<file path="config.mk">
export PLATFORM = sky130hd
export DESIGN_NAME = line_clear_ctrl
export DESIGN_NICKNAME = d
export VERILOG_FILES = /design/src/rtl/line_clear_ctrl_pkg.sv /design/src/rtl/line_clear_ctrl_row_full_detect.sv /design/src/rtl/line_clear_ctrl.sv
export SDC_FILE = /design/constraint.sdc
export NUM_CORES = 1
export LEC_CHECK = 0
export BUFFER_PORTS_ARGS = -buffer_cell sky130_fd_sc_hd__buf_4
export CORE_MARGIN = 10
export CORE_UTILIZATION = 45
export DETAILED_ROUTE_END_ITERATION = 8
export GPL_TIMING_DRIVEN = 0
export PLACE_DENSITY = 0.76
export SETUP_SLACK_MARGIN = 0.02
export SLEW_MARGIN = 20
export SYNTH_ARGS = -nofsm -noshare
export SYNTH_HDL_FRONTEND = slang
export SYNTH_HIERARCHICAL = 1
export SYNTH_SLANG_ARGS = --single-unit
</file>
<file path="constraint.sdc">
create_clock -name Clk -period 2.4 [get_ports Clk]
set_input_delay 0.6 -clock Clk [delete_from_list [all_inputs] [get_ports Clk]]
set_output_delay 0.6 -clock Clk [all_outputs]
set_load 0.05 [all_outputs]
</file>
<file path="src/rtl/line_clear_ctrl_pkg.sv">
// Shared game types: cell colours, board geometry, line-clear FSM states.
// Imported by the board sequencing logic and the row checks.
package line_clear_ctrl_pkg;

  localparam int BOARD_COLS = 10;
  localparam int BOARD_ROWS = 20;
  localparam int CELL_BITS  = 3;
  localparam int MAX_CLEAR  = 4;

  typedef enum logic [CELL_BITS-1:0] {
    EMPTY  = 3'd0,
    CYAN   = 3'd1,
    YELLOW = 3'd2,
    PURPLE = 3'd3,
    GREEN  = 3'd4,
    RED    = 3'd5,
    BLUE   = 3'd6,
    ORANGE = 3'd7
  } block_color_t;

  typedef enum logic [2:0] {
    IDLE,
    READ,
    CHECK,
    FILL,
    DONE
  } lc_state_t;

endpackage

</file>
<file path="src/rtl/line_clear_ctrl_row_full_detect.sv">
// Combinational full-row test: every cell of the row is non-EMPTY.
// Ports: row (COLS*CELL_W packed cells), full (1 = no empty cell).
module row_full_detect
  import line_clear_ctrl_pkg::*;
#(
  parameter int COLS   = BOARD_COLS,
  parameter int CELL_W = CELL_BITS
) (
  input  logic [COLS*CELL_W-1:0] row,
  output logic                   full
);

  always_comb begin
    full = 1'b1;
    for (int c = 0; c < COLS; c++) begin
      if (row[c*CELL_W +: CELL_W] == CELL_W'(EMPTY))
        full = 1'b0;
    end
  end

endmodule

</file>
<file path="src/rtl/line_clear_ctrl.sv">
// Line-clear sequencer: scans rows bottom-up, compacts survivors, zero-fills top.
// Ports: Clk/Reset, lock_req in; row memory rd/wr ports; busy, done, line counts out.
module line_clear_ctrl
  import line_clear_ctrl_pkg::*;
#(
  parameter int COLS    = BOARD_COLS,
  parameter int ROWS    = BOARD_ROWS,
  parameter int CELL_W  = CELL_BITS,
  parameter int ROW_W   = 5,
  parameter int TOTAL_W = 16
) (
  input  logic                   Clk,
  input  logic                   Reset,
  input  logic                   lock_req,
  output logic [ROW_W-1:0]       row_rd_addr,
  input  logic [COLS*CELL_W-1:0] row_rd_data,
  output logic                   row_wr_en,
  output logic [ROW_W-1:0]       row_wr_addr,
  output logic [COLS*CELL_W-1:0] row_wr_data,
  output logic                   board_busy,
  output logic                   done,
  output logic [2:0]             lines_cleared,
  output logic [TOTAL_W-1:0]     lines_total
);

  localparam logic [ROW_W-1:0] LAST = ROW_W'(ROWS - 1);

  lc_state_t state, state_n;
  logic [ROW_W-1:0] r, r_n;
  logic [ROW_W-1:0] w, w_n;
  logic [ROW_W-1:0] cnt, cnt_n;
  logic [ROW_W-1:0] fill_row, fill_n;
  logic pending, pend_n;
  logic [2:0] lc_n;
  logic [TOTAL_W-1:0] lt_n;
  logic [TOTAL_W:0] sum;
  logic full;

  row_full_detect #(
    .COLS   (COLS),
    .CELL_W (CELL_W)
  ) u_full (
    .row  (row_rd_data),
    .full (full)
  );

  always_ff @(posedge Clk) begin
    if (Reset) begin
      state         <= IDLE;
      r             <= '0;
      w             <= '0;
      cnt           <= '0;
      fill_row      <= '0;
      pending       <= 1'b0;
      lines_cleared <= '0;
      lines_total   <= '0;
    end else begin
      state         <= state_n;
      r             <= r_n;
      w             <= w_n;
      cnt           <= cnt_n;
      fill_row      <= fill_n;
      pending       <= pend_n;
      lines_cleared <= lc_n;
      lines_total   <= lt_n;
    end
  end

  always_comb begin
    state_n     = state;
    r_n         = r;
    w_n         = w;
    cnt_n       = cnt;
    fill_n      = fill_row;
    pend_n      = pending;
    lc_n        = lines_cleared;
    lt_n        = lines_total;
    sum         = '0;
    row_rd_addr = '0;
    row_wr_en   = 1'b0;
    row_wr_addr = '0;
    row_wr_data = '0;
    board_busy  = 1'b0;
    done        = 1'b0;

    // Locks arriving while the board is owned collapse into one rerun.
    if (lock_req && state != IDLE)
      pend_n = 1'b1;

    unique case (state)
      IDLE: begin
        if (lock_req) begin
          r_n     = LAST;
          w_n     = LAST;
          cnt_n   = '0;
          fill_n  = '0;
          state_n = READ;
        end
      end
      READ: begin
        board_busy  = 1'b1;
        row_rd_addr = r;
        state_n     = CHECK;
      end
      CHECK: begin
        board_busy = 1'b1;
        if (full) begin
          cnt_n = cnt + 1'b1;
        end else begin
          // Survivor already in place needs no rewrite.
          if (w != r) begin
            row_wr_en   = 1'b1;
            row_wr_addr = w;
            row_wr_data = row_rd_data;
          end
          w_n = w - 1'b1;
        end
        if (r == '0) begin
          state_n = (cnt_n != '0) ? FILL : DONE;
        end else begin
          r_n     = r - 1'b1;
          state_n = READ;
        end
      end
      FILL: begin
        board_busy  = 1'b1;
        row_wr_en   = 1'b1;
        row_wr_addr = fill_row;
        fill_n      = fill_row + 1'b1;
        if (fill_row == cnt - 1'b1)
          state_n = DONE;
      end
      DONE: begin
        done = 1'b1;
        lc_n = (cnt > ROW_W'(MAX_CLEAR)) ? 3'd4 : cnt[2:0];
        sum  = {1'b0, lines_total} + (TOTAL_W+1)'(cnt);
        lt_n = sum[TOTAL_W] ? '1 : sum[TOTAL_W-1:0];
        if (pending || lock_req) begin
          pend_n  = 1'b0;
          r_n     = LAST;
          w_n     = LAST;
          cnt_n   = '0;
          fill_n  = '0;
          state_n = READ;
        end else begin
          state_n = IDLE;
        end
      end
      default: state_n = IDLE;
    endcase
  end

endmodule
</file>
# Word level (Yosys, flattened, before mapping)
# Cells that the tools add are included.
[op_classes]
addsub = 6
magnitude_cmp = 1
n_eq_ne = 11
n_mux = 45
n_reduce_logical = 24
[ops]
columns = ["cell", "count"]
rows = [
  ["30-bit two-way mux", 3],
  ["5-bit case mux with 3 select lines", 4],
  ["5-bit two-way mux", 11],
  ["3-bit logical NOT", 11],
  ["1-bit two-way mux", 18],
  ["16-bit by 5-bit adder with 17-bit output", 1],
  ["16-bit two-way mux", 1],
  ["3-bit two-way mux", 5],
  ["3-bit case mux with 5 select lines", 1],
  ["5-bit by 1-bit subtractor with 5-bit output, second input constant", 3],
  ["5-bit by 1-bit adder with 5-bit output, second input constant", 2],
  ["2-bit != test, second input constant", 5],
  ["5-bit case mux with 2 select lines", 1],
  ["3-bit nonzero test", 3],
  ["4-bit AND reduction", 2],
  ["3-bit by 2-bit == test with 1-bit output, second input constant", 2],
  ["3-bit AND reduction", 2],
  ["5-bit == test", 1],
  ["5-bit by 3-bit > comparator with 1-bit output, second input constant", 1],
  ["5-bit logical NOT", 1],
  ["5-bit != test", 1],
  ["5-bit nonzero test", 1],
  ["3-bit by 1-bit == test with 1-bit output, second input constant", 1],
  ["3-bit == test, second input constant", 1],
  ["other kinds (5)", 5],
]
[totals]
regBits = 43
elab_cells = 95

# Longest topological paths before layout
# Gate-level depths: netlist (run 1).
[depth]
word_depth = 17
ltp_mapped = 10

# Hierarchy
# The synthesis (run 1) kept the hierarchy.
[modules_own_cells]
columns = ["module", "instances", "cells_each", "area_per_inst_um2", "seq_area_each_um2"]
rows = [
  ["line_clear_ctrl", 1, 335, 2811.4, 860.8],
  ["row_full_detect", 1, 16, 81.3, 0.0],
]

# Worst setup path after synthesis (run 1)
# OpenSTA, ideal clock, no wires.
[synth_timing]
path_type = "input to output"
from = "input port row_rd_data[16]"
to = "output port row_wr_addr[2]"
t_arrival_ns = 2.321
t_required_ns = 1.800
setup_slack_ns = -0.521
stages = 9
path_cell_list = "nor3_1 -> nor2_1 -> nand4_1 -> nor3_2 -> buf_2 -> nand2b_1 -> a31oi_4 -> a22oi_1 -> nor2_1"
[synth_between]
elab_chain_len = 8
[synth_lines]
columns = ["item", "line_no", "rtl"]
rows = [
  ["start, declared", "line_clear_ctrl.sv:16", "input logic [COLS*CELL_W-1:0] row_rd_data,"],
  ["3-bit logical NOT", "line_clear_ctrl_row_full_detect.sv:16", "if (row[c*CELL_W +: CELL_W] == CELL_W'(EMPTY))"],
  ["1-bit two-way mux (5 in a row)", "line_clear_ctrl_row_full_detect.sv:16", ""],
  ["net full", "line_clear_ctrl.sv:37", "logic full;"],
  ["5-bit two-way mux", "line_clear_ctrl.sv:107", "if (full) begin"],
  ["5-bit case mux with 2 select lines", "line_clear_ctrl.sv:90", "unique case (state)"],
  ["end, declared", "line_clear_ctrl.sv:18", "output logic [ROW_W-1:0] row_wr_addr,"],
]
# The timed path passes the listed nets, and every way through them passes these cells.

# Worst setup path in the final report (run 1)
[layout_timing]
from = "input port row_rd_data[20]"
to = "output port row_wr_data[4]"
[layout_between]
elab_chain_len = 7
[layout_lines]
columns = ["item", "line_no", "rtl"]
rows = [
  ["3-bit logical NOT", "line_clear_ctrl_row_full_detect.sv:16", ""],
  ["1-bit two-way mux (4 in a row)", "line_clear_ctrl_row_full_detect.sv:16", ""],
  ["net full", "line_clear_ctrl.sv:37", ""],
  ["30-bit two-way mux", "line_clear_ctrl.sv:107", ""],
  ["30-bit two-way mux", "line_clear_ctrl.sv:90", ""],
  ["end, declared", "line_clear_ctrl.sv:19", "output logic [COLS*CELL_W-1:0] row_wr_data,"],
]
# The timed path passes the listed nets, and every way through them passes these cells.

==> results of run 1 <==
timing repair:
action                                  4_1_cts  5_1_grt
pin swaps                                     7       10
buffers inserted                              8        4
endpoints found under the setup margin       48       51
gates cloned                                  0        2
resized for setup                            88       25
state kept, by name, summed over array words and instances, names as in the netlist:
register and count:
r 5, w 5, lines_cleared 3, fill_row 5
lines_total 16, cnt 5, state 3, pending 1
where the power goes:
group	internal [mW]	leakage [nW]	switching, mW	total [mW]
clock	0.226	0.0470	0.250	0.476
sequential	0.743	0.350	0.0461	0.789
combinational	0.312	1.49	0.366	0.678
total	1.28	1.89	0.662	1.94
final cells by class:
cell class,instances,area share [%]
buffer,15,2.47
clock buffer,6,1.81
inverter,9,0.740
timing repair buffer,108,26.5
tap,77,2.11
multi-input combinational,283,47.4
sequential,43,18.9
clock inverter,1,0.110
Yosys cell counts (6+ instances only):
cell,count,area (um^2)
nor3_1,20,100
nor2_1,47,176
ha_1,11,138
nand2_1,11,41.3
nand2b_1,6,37.5
nor2b_1,6,37.5
inv_1,7,26.3
and2_1,35,219
dfxtp_1,43,861
xnor2_1,13,114
a21oi_1,19,95.1
nand3_1,11,55.1
a211oi_1,8,60.1
nor3b_1,6,45.0
a31oi_1,6,37.5
xor2_1,12,105
buf_2,7,35.0
routing by layer:
layer | up-vias | part of all wire (%) | track usage [%] | wire length (um)
met3 | 15 | 7.5 | 4.40 | 796
li1 | 1479 | - | - | -
met5 | - | 0 | 0 | 0
met2 | 145 | 48 | 31.7 | 5110
met4 | 0 | 1.4 | 5.43 | 150
met1 | 1495 | 43 | 22.5 | 4500
worst min-delay path by stage:
stage / startpoint / to / slack, ps / cells after the start
after floorplan: pending$_SDFF_PP0_ / pending$_SDFF_PP0_ / 470 / 2
after global placement: pending$_SDFF_PP0_ / pending$_SDFF_PP0_ / 480 / 2
after detailed placement: pending$_SDFF_PP0_ / pending$_SDFF_PP0_ / 490 / 2
after CTS: pending$_SDFF_PP0_ / pending$_SDFF_PP0_ / 510 / 2
after global routing: lines_total[0]$_SDFFE_PP0P_ / lines_total[0]$_SDFFE_PP0P_ / 550 / 2
final: lines_total[0]$_SDFFE_PP0P_ / lines_total[0]$_SDFFE_PP0P_ / 510 / 2
cells by family after synthesis:
family | after synthesis | synth area share (%)
DFF | 43 | 29.8
AOI/OAI and AO/OA | 73 | 18.4
buffers and inverters | 25 | 4.33
adders and majority gates | 12 | 5.45
xor gates and xnor gates | 26 | 8.35
muxes | 2 | 0.692
and+or+nand+nor | 170 | 33.0
worst reg2reg max path, cell delays in order (launching register included):
cell	delay, ps
dfxtp_1	340
ha_1	250
fa_1	440
a211o_1	330
a21oi_2	280
nor2_1	110
nand2_2	200
a311oi_1	130
==> impl_metrics.toml, run 1 <==
[outcome]
status = "complete, but fails checks"
violations = "setup timing"

[cells_and_area]
antenna_cells = 0
drive_gt1_share_pct = 42.8
nFillCells = 472
final_area_um2 = 4560
final_common_cell = "buf_4"
regArea_um2 = 863
syn_to_final_growth_pct = 57.7
stdcell_count = 542
nets = 510
final_cell_mix = "buf_4 (53), nor2_1 (44), dfxtp_1 (41)"
postLayoutCoreUtil_pct = 72.3
multiInputGateArea_um2 = 2160

[grt]
grt_max_degree = 13
grt_overflow_total = 0
antenna_found_initial = 0
grt_pass1_wl_um = 15600
grt_pass1_vias = 3032
grt_usage_pct = 18.6

[flow_run]
drv_cap = 0

[floorplanning]
start_util_pct = 45.8
die_area_um2 = 10000
die_y_um = 100
core_region_area_um2 = 6310
io_pins = 95
die_x_um = 100
rows = 29

[timing]
fmax_mhz = 359
skew_ps = 8.93
fin_setup_tns_ps = -11680
timing.final.crit_share_pct = 116
slew_viol_final = 0
slew_headroom_pct = 53.4
worst_slack_ps = -389
finalHoldViolations = 0
fin_hold_ws_ps = 515
setup_viol = 36
period_minus_slack_ps = 2790
rsz0062_at_grt = "true"
worst-slew-pin-transition_ps = 682

[pwr]
p_total_mw = 1.94
leakagePower_nw = 1.89
vdd_drop_max_mv = 0.292
powerDensity_nw_per_um2 = 426

[detailed_routing]
drt_iter0_drc = 149
post_drt_wl_per_cell_um = 19.5
drc_errors = 0
antenna_left = 0
num_vias = 3134
routed_wl_um = 10600
firstDrtPassIters = 5
viasPerCell = 5.78

[synth]
netlist_area_um2 = 2890
synth_edf_count = 0
ys_seq_elements = 43
netlist_instances = 351
synth_async_sr_flop_share_pct = 0
synthesis.nets = 396
synthFlopType = "dfxtp_1"
yosys.cell_types.count = 60
avgSynthCellArea_um2 = 8.24
ys_seq_area_share_pct = 29.8
ys_warn_count = 6

[placed_design]
place_inst = 522
post_dp_cell_area_um2 = 3880
hpwl_um = 7010
io_buffers = 94
place_ws_ps = -642
gp_congestion = 0.843

[critical_path]
r2r_cells = 7
cp.required_ps = 1800
r2r-start = "lines_total[0]$_SDFFE_PP0P_"
start_kind = "input port"
critical_path_depth = 11
worstPathMaxFanout = 8
critPathCaptureType = "primary output"
critPathSlowestCell = "a31oi_4"
startpoint = "row_rd_data[20]"
critPathKind = "in -> out"
critPathArrivalTime_ps = 2190
crit_path_end = "row_wr_data[4]"
reg2reg_slack_ps = 210
path_buf_inv = 4
crit_family = "simple AND/OR/NAND/NOR gates"
reg2reg_to = "lines_total[9]$_SDFFE_PP0P_"
max_stage_delay_ps = 220
path_cells = "buf_6 -> nor3_2 -> nor2_1 -> nand4_1 -> nor3_4 -> nand2b_4 -> a31oi_4 -> buf_12 -> clkbuf_16 -> and2_4 -> buf_8"

[min_path]
worst_hold_path_type = "reg -> reg"

[clock_tree]
clock_path_buffers = 2
clkLatencyLatePin_ps = 290
cts_tree = "built"
htreeDepth = 2
hold_buffers = 0
clock_sinks = 43
cts-buffers-inserted = 5
cts_root_buf = "clkbuf_8"
path_clk_slew_ps = 80
No activity file was read; power rests on OpenSTA's default activity.
==> run 2, diff against run 1 <==
--- a/config.mk
+++ b/config.mk
@@ -6,11 +6,13 @@
 export NUM_CORES = 1
 export LEC_CHECK = 0
 export BUFFER_PORTS_ARGS = -buffer_cell sky130_fd_sc_hd__buf_4
+export CELL_PAD_IN_SITES_DETAIL_PLACEMENT = 0
+export CELL_PAD_IN_SITES_GLOBAL_PLACEMENT = 1
 export CORE_MARGIN = 10
-export CORE_UTILIZATION = 45
+export CORE_UTILIZATION = 33
 export DETAILED_ROUTE_END_ITERATION = 8
 export GPL_TIMING_DRIVEN = 0
-export PLACE_DENSITY = 0.76
+export PLACE_DENSITY = 0.77
 export SETUP_SLACK_MARGIN = 0.02
 export SLEW_MARGIN = 20
 export SYNTH_ARGS = -nofsm -noshare
==> run 2 against run 1 <==
The flow still finishes with violations (setup timing). Combinational power down 3.1%. Largest cell class unchanged. Clock power is 25% higher. Critical path depth grew 1. Register-to-register slack lost 30 ps. Clock skew down 2.9 ps. Count of clock-buffer cells in the layout unchanged. Die area rose by 29%. Wire length down 9.6%. Via count decreased by 3.2%. Maximum frequency is 0.20% lower. Critical path type unchanged.
==> impl_metrics.toml, run 2 (same netlist as run 1, synthesis figures left out) <==
[grt]
grt_pass1_vias = 3035
antenna_found_initial = 0
grt_max_degree = 14
grt_overflow_total = 0
grt_usage_pct = 14.1
grt_pass1_wl_um = 15500

[timing]
slew_headroom_pct = 54.7
finalHoldViolations = 0
fmax_mhz = 358
setup_viol = 36
worst-slew-pin-transition_ps = 679
fin_hold_ws_ps = 509
worst_slack_ps = -394
slew_viol_final = 0
fin_setup_tns_ps = -13200
timing.final.crit_share_pct = 116
rsz0062_at_grt = "true"
period_minus_slack_ps = 2790
skew_ps = 6.00

[detailed_routing]
firstDrtPassIters = 4
routed_wl_um = 9540
drt_iter0_drc = 139
wl_met3_um = 555
m1WireLength_um = 4240
antenna_left = 0
viasPerCell = 5.28
drc_errors = 0
post_drt_wl_per_cell_um = 16.6
highest_layer = "met4"
num_vias = 3033
wl_met2_um = 4680

[placed_design]
post_dp_cell_area_um2 = 3920
gp_congestion = 0.842
io_buffers = 94
hpwl_um = 6950

[floorplanning]
die_x_um = 114
rows = 34
die_area_um2 = 12900
io_pins = 95
start_util_pct = 33.5
core_region_area_um2 = 8640
die_y_um = 114

[critical_path]
r2r-start = "lines_total[0]$_SDFFE_PP0P_"
critPathSlowestCell = "a31oi_4"
start_kind = "input port"
critPathKind = "in -> out"
r2r_cells = 7
reg2reg_slack_ps = 180
critPathCaptureType = "primary output"
path_cells = "buf_4 -> nor3_2 -> nor2_1 -> nand4_1 -> nor3_2 -> buf_4 -> nand2b_4 -> a31oi_4 -> buf_12 -> buf_6 -> and2_4 -> buf_8"
reg2reg_to = "lines_total[4]$_SDFFE_PP0P_"
startpoint = "row_rd_data[10]"
worstPathMaxFanout = 10
critPathArrivalTime_ps = 2190
max_stage_delay_ps = 180
path_buf_inv = 5
crit_family = "simple AND/OR/NAND/NOR gates"
cp.required_ps = 1800

[pwr]
leakagePower_nw = 1.89
powerDensity_nw_per_um2 = 446
vdd_drop_max_mv = 0.275

[cells_and_area]
final_cell_mix = "buf_4 (53), nor2_1 (45), dfxtp_1 (40)"
drive_gt1_share_pct = 42.9
nets = 510
syn_to_final_growth_pct = 58.2
largest_reg_flops = 16
top_register = "lines_total"
antenna_cells = 0
final_area_um2 = 4580
nFillCells = 822
final_common_cell = "buf_4"

[min_path]
hold_depth = 2
worst_hold_path_type = "reg -> reg"
hp-start = "pending$_SDFF_PP0_"
hold_end = "pending$_SDFF_PP0_"

[clock_tree]
clock_sinks = 43
clock_path_buffers = 2
cts_tree = "built"
path_clk_slew_ps = 80
htreeDepth = 2
hold_buffers = 0
clkLatencyLatePin_ps = 300
cts_root_buf = "clkbuf_8"
cts-buffers-inserted = 5

[flow_run]
drv_cap = 0

[outcome]
violations = "setup timing"
status = "complete, but fails checks"
## run 2: cell types whose count changed in the layout (fill, tap and decap cells not counted), sizes merged
cell and delta:
buf +2, clkbuf -2, bufinv +1
## run 2: how the worst max path moves through the flow
stage               slack [ps]               to  cells after the start
floorplan                 -510   row_rd_addr[0]                      4
global placement          -600  row_wr_data[25]                     11
detailed placement        -600   row_wr_data[5]                     11
CTS                       -420   row_wr_addr[4]                     12
global route              -460  row_wr_data[25]                     12
finish                    -390  row_wr_data[10]                     12
## run 2: stage by stage
step / worst slack (ps) / total power, mW / std cells / utilization (%)
5_1_grt: -463 / 2.15 / 574 / 53.0
2_1_floorplan: -507 / 1.19 / 351 / -
6_report: -394 / 2.04 / 574 / 53.0
3_5_place_dp: -599 / 1.35 / 553 / 45.4
3_3_place_gp: -595 / 1.35 / 553 / 45.4
4_1_cts: -421 / 2.01 / 568 / 51.2
## run 2: layout make-up
type	instances	area (um^2)	share of cell area, %
Multi-Input combinational cell	283	2140	46.7
Timing Repair Buffer	107	1170	25.5
Sequential cell	43	865	18.9
Tap cell	108	135	2.95
Buffer	16	118	2.57
Clock buffer	6	82.6	1.80
Clock inverter	2	35.0	0.766
Inverter	9	33.8	0.738
## run 2: power by group
group          internal (mW)  switching (mW)  leakage (nW)
combinational          0.306           0.350          1.48
sequential             0.744          0.0475         0.350
clock                  0.337           0.257        0.0612
total                   1.39           0.655          1.89
## run 2: tightest hold or removal path: stages (launching register included)
cell and delay, ps:
dfxtp_1 330, a22oi_1 70, nor2_1 80
## run 2: repair_timing
action                     in CTS  in global routing
pin swaps                       6                 13
setup endpoints to repair      50                 49
setup buffers                   7                  6
gates resized for setup        85                 26
## run 2: metal layers
metal  up-vias  global-route usage, %
li1       1485                      -
met1      1466                   17.2
met2        74                   24.6
met3         8                   3.78
met4         0                   2.37
met5         -                      0
==> run 3, diff against run 2 <==
--- a/config.mk
+++ b/config.mk
@@ -8,6 +8,7 @@
 export BUFFER_PORTS_ARGS = -buffer_cell sky130_fd_sc_hd__buf_4
 export CELL_PAD_IN_SITES_DETAIL_PLACEMENT = 0
 export CELL_PAD_IN_SITES_GLOBAL_PLACEMENT = 1
+export CORE_ASPECT_RATIO = 0.7
 export CORE_MARGIN = 10
 export CORE_UTILIZATION = 33
 export DETAILED_ROUTE_END_ITERATION = 8
==> constraint.sdc (replaced) <==
create_clock -name Clk -period 2.4 [get_ports Clk]
set_input_delay 0 -clock Clk [delete_from_list [all_inputs] [get_ports Clk]]
set_output_delay 0 -clock Clk [all_outputs]
set_load 0.05 [all_outputs]
==> run 3 against run 2 <==
Critical path depth decreased by 5. The flow now finishes without violations. Clock skew decreased by 2.2 ps. Power increased by 3.3%. Clock power increased by 36%. Highest routed layer unchanged.
==> impl_metrics.toml, run 3 (same netlist as run 1, synthesis figures left out) <==
[detailed_routing]
drt_iter0_drc = 125
drc_errors = 0
firstDrtPassIters = 5
post_drt_wl_per_cell_um = 16.0
viasPerCell = 5.11
num_vias = 2936
routed_wl_um = 9190
antenna_left = 0

[cells_and_area]
nFillCells = 867
final_common_cell = "buf_4"
drive_gt1_share_pct = 29.7
final_area_um2 = 3950
antenna_cells = 0
regArea_um2 = 861
nets = 499
final_cell_mix = "buf_4 (99), nor2_1 (47), dfxtp_1 (43)"
largest_reg_flops = 16
syn_to_final_growth_pct = 36.4
multiInputGateArea_um2 = 1910
stdcell_count = 575
top_register = "lines_total"

[placed_design]
post_dp_cell_area_um2 = 3750
hpwl_um = 7310
place_inst = 565
gp_congestion = 0.797
io_buffers = 94

[timing]
worst-slew-pin-transition_ps = 624
timing.final.crit_share_pct = 92.2
slew_headroom_pct = 58.4
fin_setup_tns_ps = 0
skew_ps = 3.84
fmax_mhz = 452
finalHoldViolations = 0
rsz0062_at_grt = "false"
setup_viol = 0
period_minus_slack_ps = 2210
slew_viol_final = 0

[grt]
grt_usage_pct = 13.6
grt_overflow_total = 0
grt_pass1_vias = 2712
antenna_found_initial = 0
grt_max_degree = 14
grt_pass1_wl_um = 14800

[critical_path]
critPathSlowestCell = "fa_1"
max_stage_delay_ps = 440
cp.required_ps = 2550
crit_family = "compound AO/OA/AOI/OAI gates"
start_kind = "flip-flop"
critPathCaptureType = "flip-flop"
path_buf_inv = 0
worstPathMaxFanout = 6
critPathKind = "reg -> reg"
path_cells = "ha_1 -> fa_1 -> a211o_1 -> a21oi_2 -> nor2_1 -> nor3b_1 -> a211oi_1"
critPathArrivalTime_ps = 2360

[pwr]
vdd_drop_max_mv = 0.289
comb_power_share_pct = 24.5
switching_power_mw = 0.644
p_total_mw = 2.11
clock_power_share_pct = 38.4
seqPwrFrac_pct = 37.2
netSwitchingFraction_pct = 30.5
powerDensity_nw_per_um2 = 535
p_int_mw = 1.47
leakagePower_nw = 1.66

[min_path]
worst_hold_path_type = "in -> reg"

[clock_tree]
clock_path_buffers = 2
path_clk_slew_ps = 60
clock_sinks = 43
cts_root_buf = "clkbuf_16"
cts_tree = "built"
clkLatencyLatePin_ps = 290
cts-buffers-inserted = 5
htreeDepth = 2

[floorplanning]
die_area_um2 = 13000
start_util_pct = 34.0
core_region_area_um2 = 8510
die_x_um = 132
io_pins = 95
die_y_um = 98.3
rows = 28

[flow_run]
drv_cap = 0

[outcome]
status = "finished, final reports clean"
[run 3: worst paths after layout]
check,start,endpoint,slack (ps),depth (start not counted)
min reg2reg,lines_cleared[2]$_SDFFE_PP0P_,lines_cleared[2]$_SDFFE_PP0P_,500,2
max reg2reg,lines_total[0]$_SDFFE_PP0P_,lines_total[15]$_SDFFE_PP0P_,190,7
max,lines_total[0]$_SDFFE_PP0P_,lines_total[15]$_SDFFE_PP0P_,190,7
min,Reset,state[0]$_SDFFE_PP0P_,50,3
[run 3: per-stage QoR]
| step | setup WS (ps) | util [%] | hold slack [ps] |
|---|---|---|---|
| 3_5_place_dp | -4.24 | 44.0 | 296 |
| 6_report | 187 | 46.4 | 45.8 |
| 5_1_grt | 77.8 | 46.4 | 77.7 |
| 2_1_floorplan | 88.0 | - | 161 |
| 3_3_place_gp | -4.67 | 44.0 | 275 |
| 4_1_cts | 115 | 46.3 | 34.0 |
[run 3: worst register-to-register path: stages (launching register included)]
cell      delay [ps]
dfxtp_1          330
ha_1             250
fa_1             440
a211o_1          330
a21oi_2          290
nor2_1           130
nor3b_1          220
a211oi_1         100
[run 3: routing by layer]
metal	vias up	share of wire, %	track usage, %	routed length (um)
met5	-	0	0	0
met4	0	0.32	3.07	29
li1	1463	-	-	-
met2	123	39	18.0	3550
met1	1346	53	20.3	4900
met3	4	7.8	4.30	715
[run 3: power groups by stage]
stage / combinational, mW / sequential (mW) / clock [mW]
after floorplan: 0.360 / 0.792 / 0
after global placement: 0.511 / 0.800 / 0
after detailed placement: 0.516 / 0.801 / 0
after CTS: 0.520 / 0.785 / 0.822
after global routing: 0.561 / 0.790 / 0.855
final: 0.516 / 0.784 / 0.810
[run 3: cell type report]
cell class                      instances  area share (%)
Clock buffer                            6            3.52
Clock inverter                          2           0.888
Sequential cell                        43            21.8
Tap cell                              120            3.80
Inverter                                9           0.856
Buffer                                 16            2.31
Timing Repair Buffer                   96            18.3
Multi-Input combinational cell        283            48.5
[run 3: what timing repair did]
action                                 in CTS  in global routing
setup endpoints to repair                   9                  8
buffers inserted                            1                  0
hold buffers                                1                  0
resized for setup                           1                  1
endpoints found under the hold margin       1                  0
